File: src/rtl/dci_baud_ctl_if.sv
// Host/clkgen-facing signal bundle for the DCI baud-rate controller.
// The host side (register interface, shifter, clkgen) is master; the controller is slave.
interface dci_baud_ctl_if;
  logic       rate_wr;
  logic [1:0] rate_sel;
  logic       busy_in;
  logic       clk_gen;
  logic       en_300_n;
  logic       en_600_n;
  logic       en_1200_n;
  logic [1:0] rate_cur;
  logic       ready;
  logic       lock;
  logic       err;

  modport master (
    output rate_wr, rate_sel, busy_in, clk_gen,
    input  en_300_n, en_600_n, en_1200_n, rate_cur, ready, lock, err
  );

  modport slave (
    input  rate_wr, rate_sel, busy_in, clk_gen,
    output en_300_n, en_600_n, en_1200_n, rate_cur, ready, lock, err
  );
endinterface

File: src/rtl/dci_baud_ctl.sv
// Baud-rate controller: switches clkgen enables through a quiet gap once the shifter
// is idle, then checks the clkgen output period and reports lock or a sticky error.
module dci_baud_ctl #(
  parameter int QUIET    = 4,
  parameter int PER_300  = 1632,
  parameter int PER_600  = 832,
  parameter int PER_1200 = 416,
  parameter int TOL      = 4,
  parameter int LOCK_CNT = 2,
  parameter int CW       = 12
) (
  input logic          clk_in,
  input logic          rst,
  dci_baud_ctl_if.slave bus
);

  localparam int QW = $clog2(QUIET + 1);
  localparam int GW = $clog2(LOCK_CNT + 1);
  localparam logic [QW-1:0] QUIET_LOAD = QW'(QUIET - 1);
  localparam logic [CW:0]   TOL_W      = (CW+1)'(TOL);

  typedef enum logic [2:0] {
    ST_IDLE, ST_PEND, ST_QUIET, ST_SYNC, ST_MEAS, ST_RUN
  } state_t;

  state_t          state_reg, state_next;
  logic [1:0]      tgt_reg, tgt_next;
  logic [1:0]      rate_cur_reg, rate_cur_next;
  logic [2:0]      en_n_reg, en_n_next;
  logic            lock_reg, lock_next;
  logic            err_reg, err_next;
  logic [QW-1:0]   qcnt_reg, qcnt_next;
  logic [CW-1:0]   cnt_reg, cnt_next;
  logic [GW-1:0]   good_reg, good_next;
  logic            clk_gen_q;

  logic            rise;
  logic [CW-1:0]   per_sel;
  logic [CW-1:0]   p_meas;
  logic [CW-1:0]   cnt_inc;
  logic signed [CW:0] diff;
  logic [CW:0]     adiff;
  logic [CW:0]     tmo_lim;
  logic            period_ok;
  logic            timeout;
  logic [2:0]      tgt_en_n;

  // Enable bit gi belongs to rate code gi+1 (0: 300, 1: 600, 2: 1200).
  generate
    for (genvar gi = 0; gi < 3; gi++) begin : g_dec
      assign tgt_en_n[gi] = ~(tgt_reg == 2'(gi + 1));
    end
  endgenerate

  always_comb begin
    case (rate_cur_reg)
      2'b01:   per_sel = CW'(PER_300);
      2'b10:   per_sel = CW'(PER_600);
      default: per_sel = CW'(PER_1200);
    endcase
  end

  assign rise      = bus.clk_gen & ~clk_gen_q;
  assign p_meas    = cnt_reg + CW'(1);
  assign cnt_inc   = (&cnt_reg) ? cnt_reg : cnt_reg + CW'(1);
  assign diff      = $signed({1'b0, p_meas}) - $signed({1'b0, per_sel});
  assign adiff     = diff[CW] ? $unsigned(-diff) : $unsigned(diff);
  assign period_ok = (adiff <= TOL_W);
  // Flag the timeout on the edge where the count would reach twice the period.
  assign tmo_lim   = {per_sel, 1'b0} - (CW+1)'(1);
  assign timeout   = ({1'b0, cnt_reg} == tmo_lim);

  always_comb begin
    state_next    = state_reg;
    tgt_next      = tgt_reg;
    rate_cur_next = rate_cur_reg;
    en_n_next     = en_n_reg;
    lock_next     = lock_reg;
    err_next      = err_reg;
    qcnt_next     = qcnt_reg;
    cnt_next      = cnt_reg;
    good_next     = good_reg;

    case (state_reg)
      ST_IDLE: begin
        if (bus.rate_wr) begin
          tgt_next   = bus.rate_sel;
          err_next   = 1'b0;
          lock_next  = 1'b0;
          state_next = ST_PEND;
        end
      end
      ST_PEND: begin
        if (!bus.busy_in) begin
          en_n_next  = 3'b111;
          qcnt_next  = QUIET_LOAD;
          state_next = ST_QUIET;
        end
      end
      ST_QUIET: begin
        if (qcnt_reg == '0) begin
          rate_cur_next = tgt_reg;
          if (tgt_reg == 2'b00) begin
            state_next = ST_IDLE;
          end else begin
            en_n_next  = tgt_en_n;
            cnt_next   = '0;
            state_next = ST_SYNC;
          end
        end else begin
          qcnt_next = qcnt_reg - QW'(1);
        end
      end
      ST_SYNC: begin
        cnt_next = cnt_inc;
        if (rise) begin
          cnt_next   = '0;
          good_next  = '0;
          state_next = ST_MEAS;
        end else if (timeout) begin
          err_next  = 1'b1;
          lock_next = 1'b0;
          cnt_next  = '0;
        end
      end
      ST_MEAS, ST_RUN: begin
        if (state_reg == ST_RUN && bus.rate_wr) begin
          tgt_next   = bus.rate_sel;
          err_next   = 1'b0;
          lock_next  = 1'b0;
          state_next = ST_PEND;
        end else begin
          cnt_next = cnt_inc;
          if (rise) begin
            cnt_next = '0;
            if (period_ok) begin
              if (state_reg == ST_MEAS) begin
                good_next = good_reg + GW'(1);
                if (good_reg + GW'(1) == GW'(LOCK_CNT)) begin
                  lock_next  = 1'b1;
                  state_next = ST_RUN;
                end
              end
            end else begin
              err_next   = 1'b1;
              lock_next  = 1'b0;
              good_next  = '0;
              state_next = ST_MEAS;
            end
          end else if (timeout) begin
            err_next   = 1'b1;
            lock_next  = 1'b0;
            cnt_next   = '0;
            state_next = ST_SYNC;
          end
        end
      end
      default: state_next = ST_IDLE;
    endcase
  end

  always_ff @(posedge clk_in) begin
    if (rst) begin
      state_reg    <= ST_IDLE;
      tgt_reg      <= 2'b00;
      rate_cur_reg <= 2'b00;
      en_n_reg     <= 3'b111;
      lock_reg     <= 1'b0;
      err_reg      <= 1'b0;
      qcnt_reg     <= '0;
      cnt_reg      <= '0;
      good_reg     <= '0;
      clk_gen_q    <= 1'b0;
    end else begin
      state_reg    <= state_next;
      tgt_reg      <= tgt_next;
      rate_cur_reg <= rate_cur_next;
      en_n_reg     <= en_n_next;
      lock_reg     <= lock_next;
      err_reg      <= err_next;
      qcnt_reg     <= qcnt_next;
      cnt_reg      <= cnt_next;
      good_reg     <= good_next;
      clk_gen_q    <= bus.clk_gen;
    end
  end

  assign bus.en_300_n  = en_n_reg[0];
  assign bus.en_600_n  = en_n_reg[1];
  assign bus.en_1200_n = en_n_reg[2];
  assign bus.rate_cur  = rate_cur_reg;
  assign bus.ready     = (state_reg == ST_IDLE) || (state_reg == ST_RUN);
  assign bus.lock      = lock_reg;
  assign bus.err       = err_reg;

endmodule

File: src/flat_wrapper.sv
// flat-port wrapper written by rule: the top's interface ports become plain ports
module dci_baud_ctl_flat 
#(
  parameter int QUIET    = 4,
  parameter int PER_300  = 1632,
  parameter int PER_600  = 832,
  parameter int PER_1200 = 416,
  parameter int TOL      = 4,
  parameter int LOCK_CNT = 2,
  parameter int CW       = 12
)
  (clk_in, rst, bus_rate_wr, bus_rate_sel, bus_busy_in, bus_clk_gen, bus_en_300_n, bus_en_600_n, bus_en_1200_n, bus_rate_cur, bus_ready, bus_lock, bus_err);
  dci_baud_ctl_if bus_i ();
  input logic clk_in;
  input logic rst;
  input wire logic [$bits(bus_i.rate_wr)-1:0] bus_rate_wr;
  input wire logic [$bits(bus_i.rate_sel)-1:0] bus_rate_sel;
  input wire logic [$bits(bus_i.busy_in)-1:0] bus_busy_in;
  input wire logic [$bits(bus_i.clk_gen)-1:0] bus_clk_gen;
  output wire logic [$bits(bus_i.en_300_n)-1:0] bus_en_300_n;
  output wire logic [$bits(bus_i.en_600_n)-1:0] bus_en_600_n;
  output wire logic [$bits(bus_i.en_1200_n)-1:0] bus_en_1200_n;
  output wire logic [$bits(bus_i.rate_cur)-1:0] bus_rate_cur;
  output wire logic [$bits(bus_i.ready)-1:0] bus_ready;
  output wire logic [$bits(bus_i.lock)-1:0] bus_lock;
  output wire logic [$bits(bus_i.err)-1:0] bus_err;
  assign bus_i.rate_wr = bus_rate_wr;
  assign bus_i.rate_sel = bus_rate_sel;
  assign bus_i.busy_in = bus_busy_in;
  assign bus_i.clk_gen = bus_clk_gen;
  assign bus_en_300_n = bus_i.en_300_n;
  assign bus_en_600_n = bus_i.en_600_n;
  assign bus_en_1200_n = bus_i.en_1200_n;
  assign bus_rate_cur = bus_i.rate_cur;
  assign bus_ready = bus_i.ready;
  assign bus_lock = bus_i.lock;
  assign bus_err = bus_i.err;
  dci_baud_ctl #(.QUIET(QUIET), .PER_300(PER_300), .PER_600(PER_600), .PER_1200(PER_1200), .TOL(TOL), .LOCK_CNT(LOCK_CNT), .CW(CW)) u_core (.clk_in(clk_in), .rst(rst), .bus(bus_i));
endmodule
File: config.mk
export PLATFORM = sky130hd
export DESIGN_NAME = dci_baud_ctl_flat
export DESIGN_NICKNAME = d
export VERILOG_FILES = /design/src/rtl/dci_baud_ctl_if.sv /design/src/rtl/dci_baud_ctl.sv /design/src/flat_wrapper.sv
export SDC_FILE = /design/constraint.sdc
export NUM_CORES = 1
export LEC_CHECK = 0
export ABC_CLOCK_PERIOD_IN_PS = 4400
export CAP_MARGIN = 20
export CORE_MARGIN = 5
export CORE_UTILIZATION = 33
export CTS_CLUSTER_SIZE = 8
export DETAILED_ROUTE_END_ITERATION = 6
export GPL_TIMING_DRIVEN = 0
export PLACE_DENSITY_LB_ADDON = 0.2
export SLEW_MARGIN = 25
export SYNTH_ARGS = -nofsm -noshare
export SYNTH_HDL_FRONTEND = slang
export SYNTH_SLANG_ARGS = --single-unit
File: constraint.sdc
create_clock -name clk_in -period 4.4 [get_ports clk_in]
set_input_delay 0.88 -clock clk_in [delete_from_list [all_inputs] [get_ports clk_in]]
set_output_delay 0.88 -clock clk_in [all_outputs]
set_load 0.05 [all_outputs]
==> reports/qor.yml, run 1 <==
cp_max_fo: 10
placed_area_um2: 2880
htree_levels: 2
grt_pass1_vias: 2225
drive_gt1_frac: 0.0917
cp-start-kind: "register"
fin_area_um2: 2980
worstSetupEndpointType: "register"
wl_per_cell_um: 13.9
leakagePower_nw: 1.04
status: "completed"
ant_nets: 0
tns_ps: 0
seq_area_frac_synth: 0.230
power_density_nw_per_um2: 366
die_y_um: 99.0
grt_usage: 0.131
dp_hpwl_mm: 4.89
via_per_inst: 5.12
hold_viol_final: 0
critPathKind: "register to register"
critical_path_required_ps: 4590
multi_input_area_um2: 1850
cts_made_buffers: 5
cts_buffer_depth: 2
rsz0062_at_grt: "false"
period_minus_slack_ps: 4150
antenna_found_initial: 0
synth_warnings: 0
r2r_setup_slack_ps: 250
clk_pin_slew_ps: 70
holdPathStages: 1
post-route-drc-count: 0
regArea_um2: 603
grt_max_degree: 11
die_w_um: 99.0
rr_endpoint: "u_core.bus.err$_SDFFE_PP0P_"
largest_reg_flops: 12
rows: 32
worst_hold_path.endpoint: "u_core.good_reg[0]$_SDFFE_PP0P_"
firstDrtPassIters: 4
hold_class: "register to register"
ys_seq_elements: 30
core_um2: 7730
slew_violations: 0
cts.sinks: 30
tightest_slew_ps: 845
cts_hold_buf: 0
n_antenna_cell: 0
final_cell_mix: "30 x nor2_1, 28 x a21oi_1, 28 x dfxtp_1"
syn-cell-area_um2: 2610
yosysTopAreaCell: "dfxtp_1"
max-slew-margin-rel: 0.435
grt_pass1_wl_mm: 10.6
syn_to_final_growth_pct: 14.1
syn_nets: 359
reg2reg_from: "u_core.cnt_reg[0]$_SDFFE_PP0P_"
fill_cells: 809
fmax_ghz: 0.241
synth_cells: 338
drt_iter0_markers: 109
die-area_um2: 9790
io_pins: 15
fin_crit_sh: 0.942
start_util: 0.338
synth-edff-count: 0
vdd_drop_max_mv: 0.178
yosysUniqueCellTypes: 66
arrival_ps: 4330
min-delay-start: "u_core.good_reg[0]$_SDFFE_PP0P_"
routabilityCongestion: 0.879
vias: 2364
synth_top_flop_cell: "dfxtp_1"
clk_latency_ps: 290
avgSynthCellArea_um2: 7.73
cap_viol_max_count: 0
yosys-top-cells-area: "dfxtp_1 23%, ha_1 6.2%, a21oi_1 5.4%, xnor2_1 4.4%, nor2_1 4.3%"
wl_mm: 6.41
port_buffers: 14
cts-root-buf: "clkbuf_8"
cts_tree: "done"
r2r_cells: 16
grt.overflow.total: 0
nNetsFinal: 380
worst_clock_skew_ps: 13.2
final_common_cell: "nor2_1"
async_reset_ff_frac: 0
setup_viol: 0
synth_top_area_share: 0.230
[cell families after synthesis]
logic type | synth area share
mux | 0.0307
flops | 0.230
compound gates | 0.227
fa+ha+maj | 0.0700
buf+inv | 0.0613
simple gates | 0.305
xor+xnor | 0.0762
[stage by stage]
stage / util / power, mW / hold slack (ps) / cells / setup WS [ps]
after floorplan: - / 0.728 / 428 / 338 / 580
after global placement: 0.373 / 0.856 / 448 / 454 / 132
after detailed placement: 0.373 / 0.854 / 455 / 454 / 119
after CTS: 0.385 / 1.10 / 473 / 462 / 101
after global routing: 0.386 / 1.17 / 497 / 462 / 14.7
final: 0.386 / 1.09 / 474 / 462 / 253
[area by class of cell]
class	instances	area share
flip-flops and latches	30	0.202
clock inverters	2	0.00420
repair buffers	14	0.0470
plain buffers	19	0.0348
multi-input cells	274	0.622
well taps	102	0.0428
clock buffers	6	0.0277
inverters	15	0.0189
[routing by layer]
metal	GRT usage	vias up	wire length, um
li1	-	1257	-
met1	0.184	1076	3340
met2	0.203	26	2830
met3	0.0212	5	147
met4	0.0473	0	91
met5	0	-	0
[how the worst max path moves through the flow]
stage,slack (ps),cells after the start,startpoint,end
after CTS,100,16,u_core.cnt_reg[0]$_SDFFE_PP0P_,u_core.bus.err$_SDFFE_PP0P_
final,250,16,u_core.cnt_reg[0]$_SDFFE_PP0P_,u_core.bus.err$_SDFFE_PP0P_
after global placement,130,16,u_core.cnt_reg[0]$_SDFFE_PP0P_,u_core.bus.err$_SDFFE_PP0P_
after global routing,10,16,u_core.cnt_reg[1]$_SDFFE_PP0P_,u_core.bus.err$_SDFFE_PP0P_
after detailed placement,120,16,u_core.cnt_reg[0]$_SDFFE_PP0P_,u_core.bus.err$_SDFFE_PP0P_
after floorplan,580,16,u_core.cnt_reg[0]$_SDFFE_PP0P_,u_core.bus.err$_SDFFE_PP0P_
[worst max-delay path, stage by stage (launching register included)]
cell and delay [ps]:
dfxtp_2 420, ha_1 190, buf_6 130, and3_4 180
buf_6 110, nand3_1 150, xnor2_1 240, inv_1 90
fa_2 620, nand2_1 60, or3_1 350, or3b_1 370
a211oi_2 220, o22ai_1 180, nor3_1 230, nand3b_1 180
o31a_1 310
[Yosys cell counts (all sizes together) (3+ instances only)]
master,instances
and2,4
inv,15
o21a,3
dfxtp,30
xor2,7
o21ai,14
mux2i,8
nor3,19
nand3b,4
xnor2,13
buf,9
nand3,14
ha,13
nand2,23
nor3b,4
nor4,4
a21oi,28
nand4,5
or3,7
o31ai,3
a21o,3
clkbuf,10
o22ai,4
nand2b,6
nor2,30
o21bai,5
nor2b,11
a31oi,5
a211oi,5
o211ai,3
[power breakdown]
group	total (mW)	leakage [nW]	internal, mW	switching, mW
sequential	0.324	0.244	0.303	0.0210
combinational	0.527	0.752	0.182	0.346
clock	0.240	0.0472	0.126	0.114
total	1.09	1.04	0.610	0.481
[what timing repair did]
| item | CTS | global route |
|---|---|---|
| endpoints found under the setup margin | 0 | 5 |
| setup buffers | 0 | 0 |
| hold endpoints to repair | 0 | 0 |
| resized for setup | 0 | 3 |
Power figures use the tool's default switching activity.
==> run 2, diff against run 1 <==
--- a/config.mk
+++ b/config.mk
@@ -5,7 +5,7 @@
 export SDC_FILE = /design/constraint.sdc
 export NUM_CORES = 1
 export LEC_CHECK = 0
-export ABC_CLOCK_PERIOD_IN_PS = 4400
+export ABC_CLOCK_PERIOD_IN_PS = 4800
 export CAP_MARGIN = 20
 export CORE_MARGIN = 5
 export CORE_UTILIZATION = 33
==> constraint.sdc (replaced) <==
create_clock -name clk_in -period 4.8 [get_ports clk_in]
set_input_delay 0.96 -clock clk_in [delete_from_list [all_inputs] [get_ports clk_in]]
set_output_delay 0.96 -clock clk_in [all_outputs]
set_load 0.05 [all_outputs]
==> reports/qor.yml, run 2 (synthesized netlist as in run 1, its figures left out) <==
status: "completed"
comb_power_share: 0.483
routabilityCongestion: 0.879
vdd_drop_max_mv: 0.163
syn_to_final_growth_pct: 13.9
wl_per_cell_um: 13.9
post-route-drc-count: 0
grt_max_degree: 11
n_antenna_cell: 0
firstDrtPassIters: 4
final_util: 0.385
cts_tree: "done"
fmax_ghz: 0.233
switchingPower_mw: 0.441
htree_levels: 2
ant_nets: 0
max-slew-margin-rel: 0.439
cts_hold_buf: 0
hold_class: "register to register"
antenna_found_initial: 0
core_um2: 7730
start_util: 0.338
die_y_um: 99.0
critPathKind: "register to register"
grt_pass1_vias: 2225
io_pins: 15
dp_hpwl_mm: 4.89
period_minus_slack_ps: 4300
post_cts.repair.setup_buffers: 0
die_w_um: 99.0
rows: 32
cap_viol_max_count: 0
worstSetupEndpointType: "register"
slew_violations: 0
drive_gt1_frac: 0.0833
wl_mm: 6.40
cp-start-kind: "register"
tns_ps: 0
grt_usage: 0.131
largest_reg_flops: 12
die-area_um2: 9790
postLayoutSetupSlackWorst_ps: 502
vias: 2373
leakagePower_nw: 1.04
rsz0062_at_grt: "false"
p_int_mw: 0.559
clk_latency_ps: 290
worst_clock_skew_ps: 14.3
critical_path_required_ps: 4990
regArea_um2: 601
fin_crit_sh: 0.895
port_buffers: 14
fill_cells: 811
grt_pass1_wl_mm: 10.6
postCtsResizedCells: 0
cp_max_fo: 10
arrival_ps: 4490
hold_viol_final: 0
multi_input_area_um2: 1850
cts.sinks: 30
pre_cts_ws_ps: 519
final_cell_mix: "30 x nor2_1, 30 x dfxtp_1, 28 x a21oi_1"
drt_iter0_markers: 110
via_per_inst: 5.14
power_density_nw_per_um2: 336
setup_viol: 0
clk_pin_slew_ps: 80
grt.overflow.total: 0
p_clk_frac: 0.220
power_frac_seq: 0.297
p_sw_frac: 0.441
cts-root-buf: "clkbuf_8"
nNetsFinal: 380
cts_made_buffers: 5
cts_buffer_depth: 2
tightest_slew_ps: 839
run 2: cell types whose count changed in the layout (fill, tap and decap cells not counted):
cell	previous run	this run
dfxtp_1	28	30
dfxtp_2	2	0
fa_1	0	1
fa_2	1	0
run 2: per-stage QoR:
stage | instances | hold WS (ps) | power (mW) | area, um2
after floorplan | 338 | 428 | 0.667 | 2610
after global placement | 454 | 448 | 0.785 | 2880
after detailed placement | 454 | 455 | 0.783 | 2880
after CTS | 462 | 473 | 1.01 | 2980
after global routing | 462 | 497 | 1.08 | 2980
final | 462 | 475 | 1.00 | 2980
run 2: cell type report:
type / instances / share of cell area
Timing Repair Buffer: 14 / 0.0471
Multi-Input combinational cell: 274 / 0.622
Tap cell: 102 / 0.0429
Buffer: 19 / 0.0349
Clock buffer: 6 / 0.0278
Inverter: 15 / 0.0189
Clock inverter: 2 / 0.00421
Sequential cell: 30 / 0.202
run 2: final timing paths:
| path | from | endpoint | slack [ps] | depth (start not counted) |
|---|---|---|---|---|
| setup reg to reg | u_core.cnt_reg[0]$_SDFFE_PP0P_ | u_core.bus.err$_SDFFE_PP0P_ | 500 | 16 |
| hold reg to reg | u_core.good_reg[0]$_SDFFE_PP0P_ | u_core.good_reg[0]$_SDFFE_PP0P_ | 470 | 1 |
| hold / removal | u_core.good_reg[0]$_SDFFE_PP0P_ | u_core.good_reg[0]$_SDFFE_PP0P_ | 470 | 1 |
| setup / recovery | u_core.cnt_reg[0]$_SDFFE_PP0P_ | u_core.bus.err$_SDFFE_PP0P_ | 500 | 16 |
run 2: routing by layer:
metal,part of all wire,vias up,track usage
met5,0,-,0
met4,0.014,0,0.0473
met3,0.026,5,0.0212
met2,0.44,34,0.203
met1,0.52,1076,0.184
li1,-,1258,-
run 2: critical path: stages (launching register included):
cell and delay, ps:
dfxtp_1 510, ha_1 220, buf_6 130, and3_4 180
buf_6 110, nand3_1 150, xnor2_1 230, inv_1 80
fa_1 650, nand2_1 70, or3_1 350, or3b_1 370
a211oi_2 220, o22ai_1 180, nor3_1 230, nand3b_1 180
o31a_1 310
run 2: power by group through the flow:
stage / combinational, mW / sequential (mW) / clock, mW
floorplan: 0.351 / 0.316 / 0
detailed placement: 0.481 / 0.302 / 0
global route: 0.536 / 0.300 / 0.239
global placement: 0.482 / 0.303 / 0
finish: 0.483 / 0.297 / 0.221
CTS: 0.483 / 0.297 / 0.228
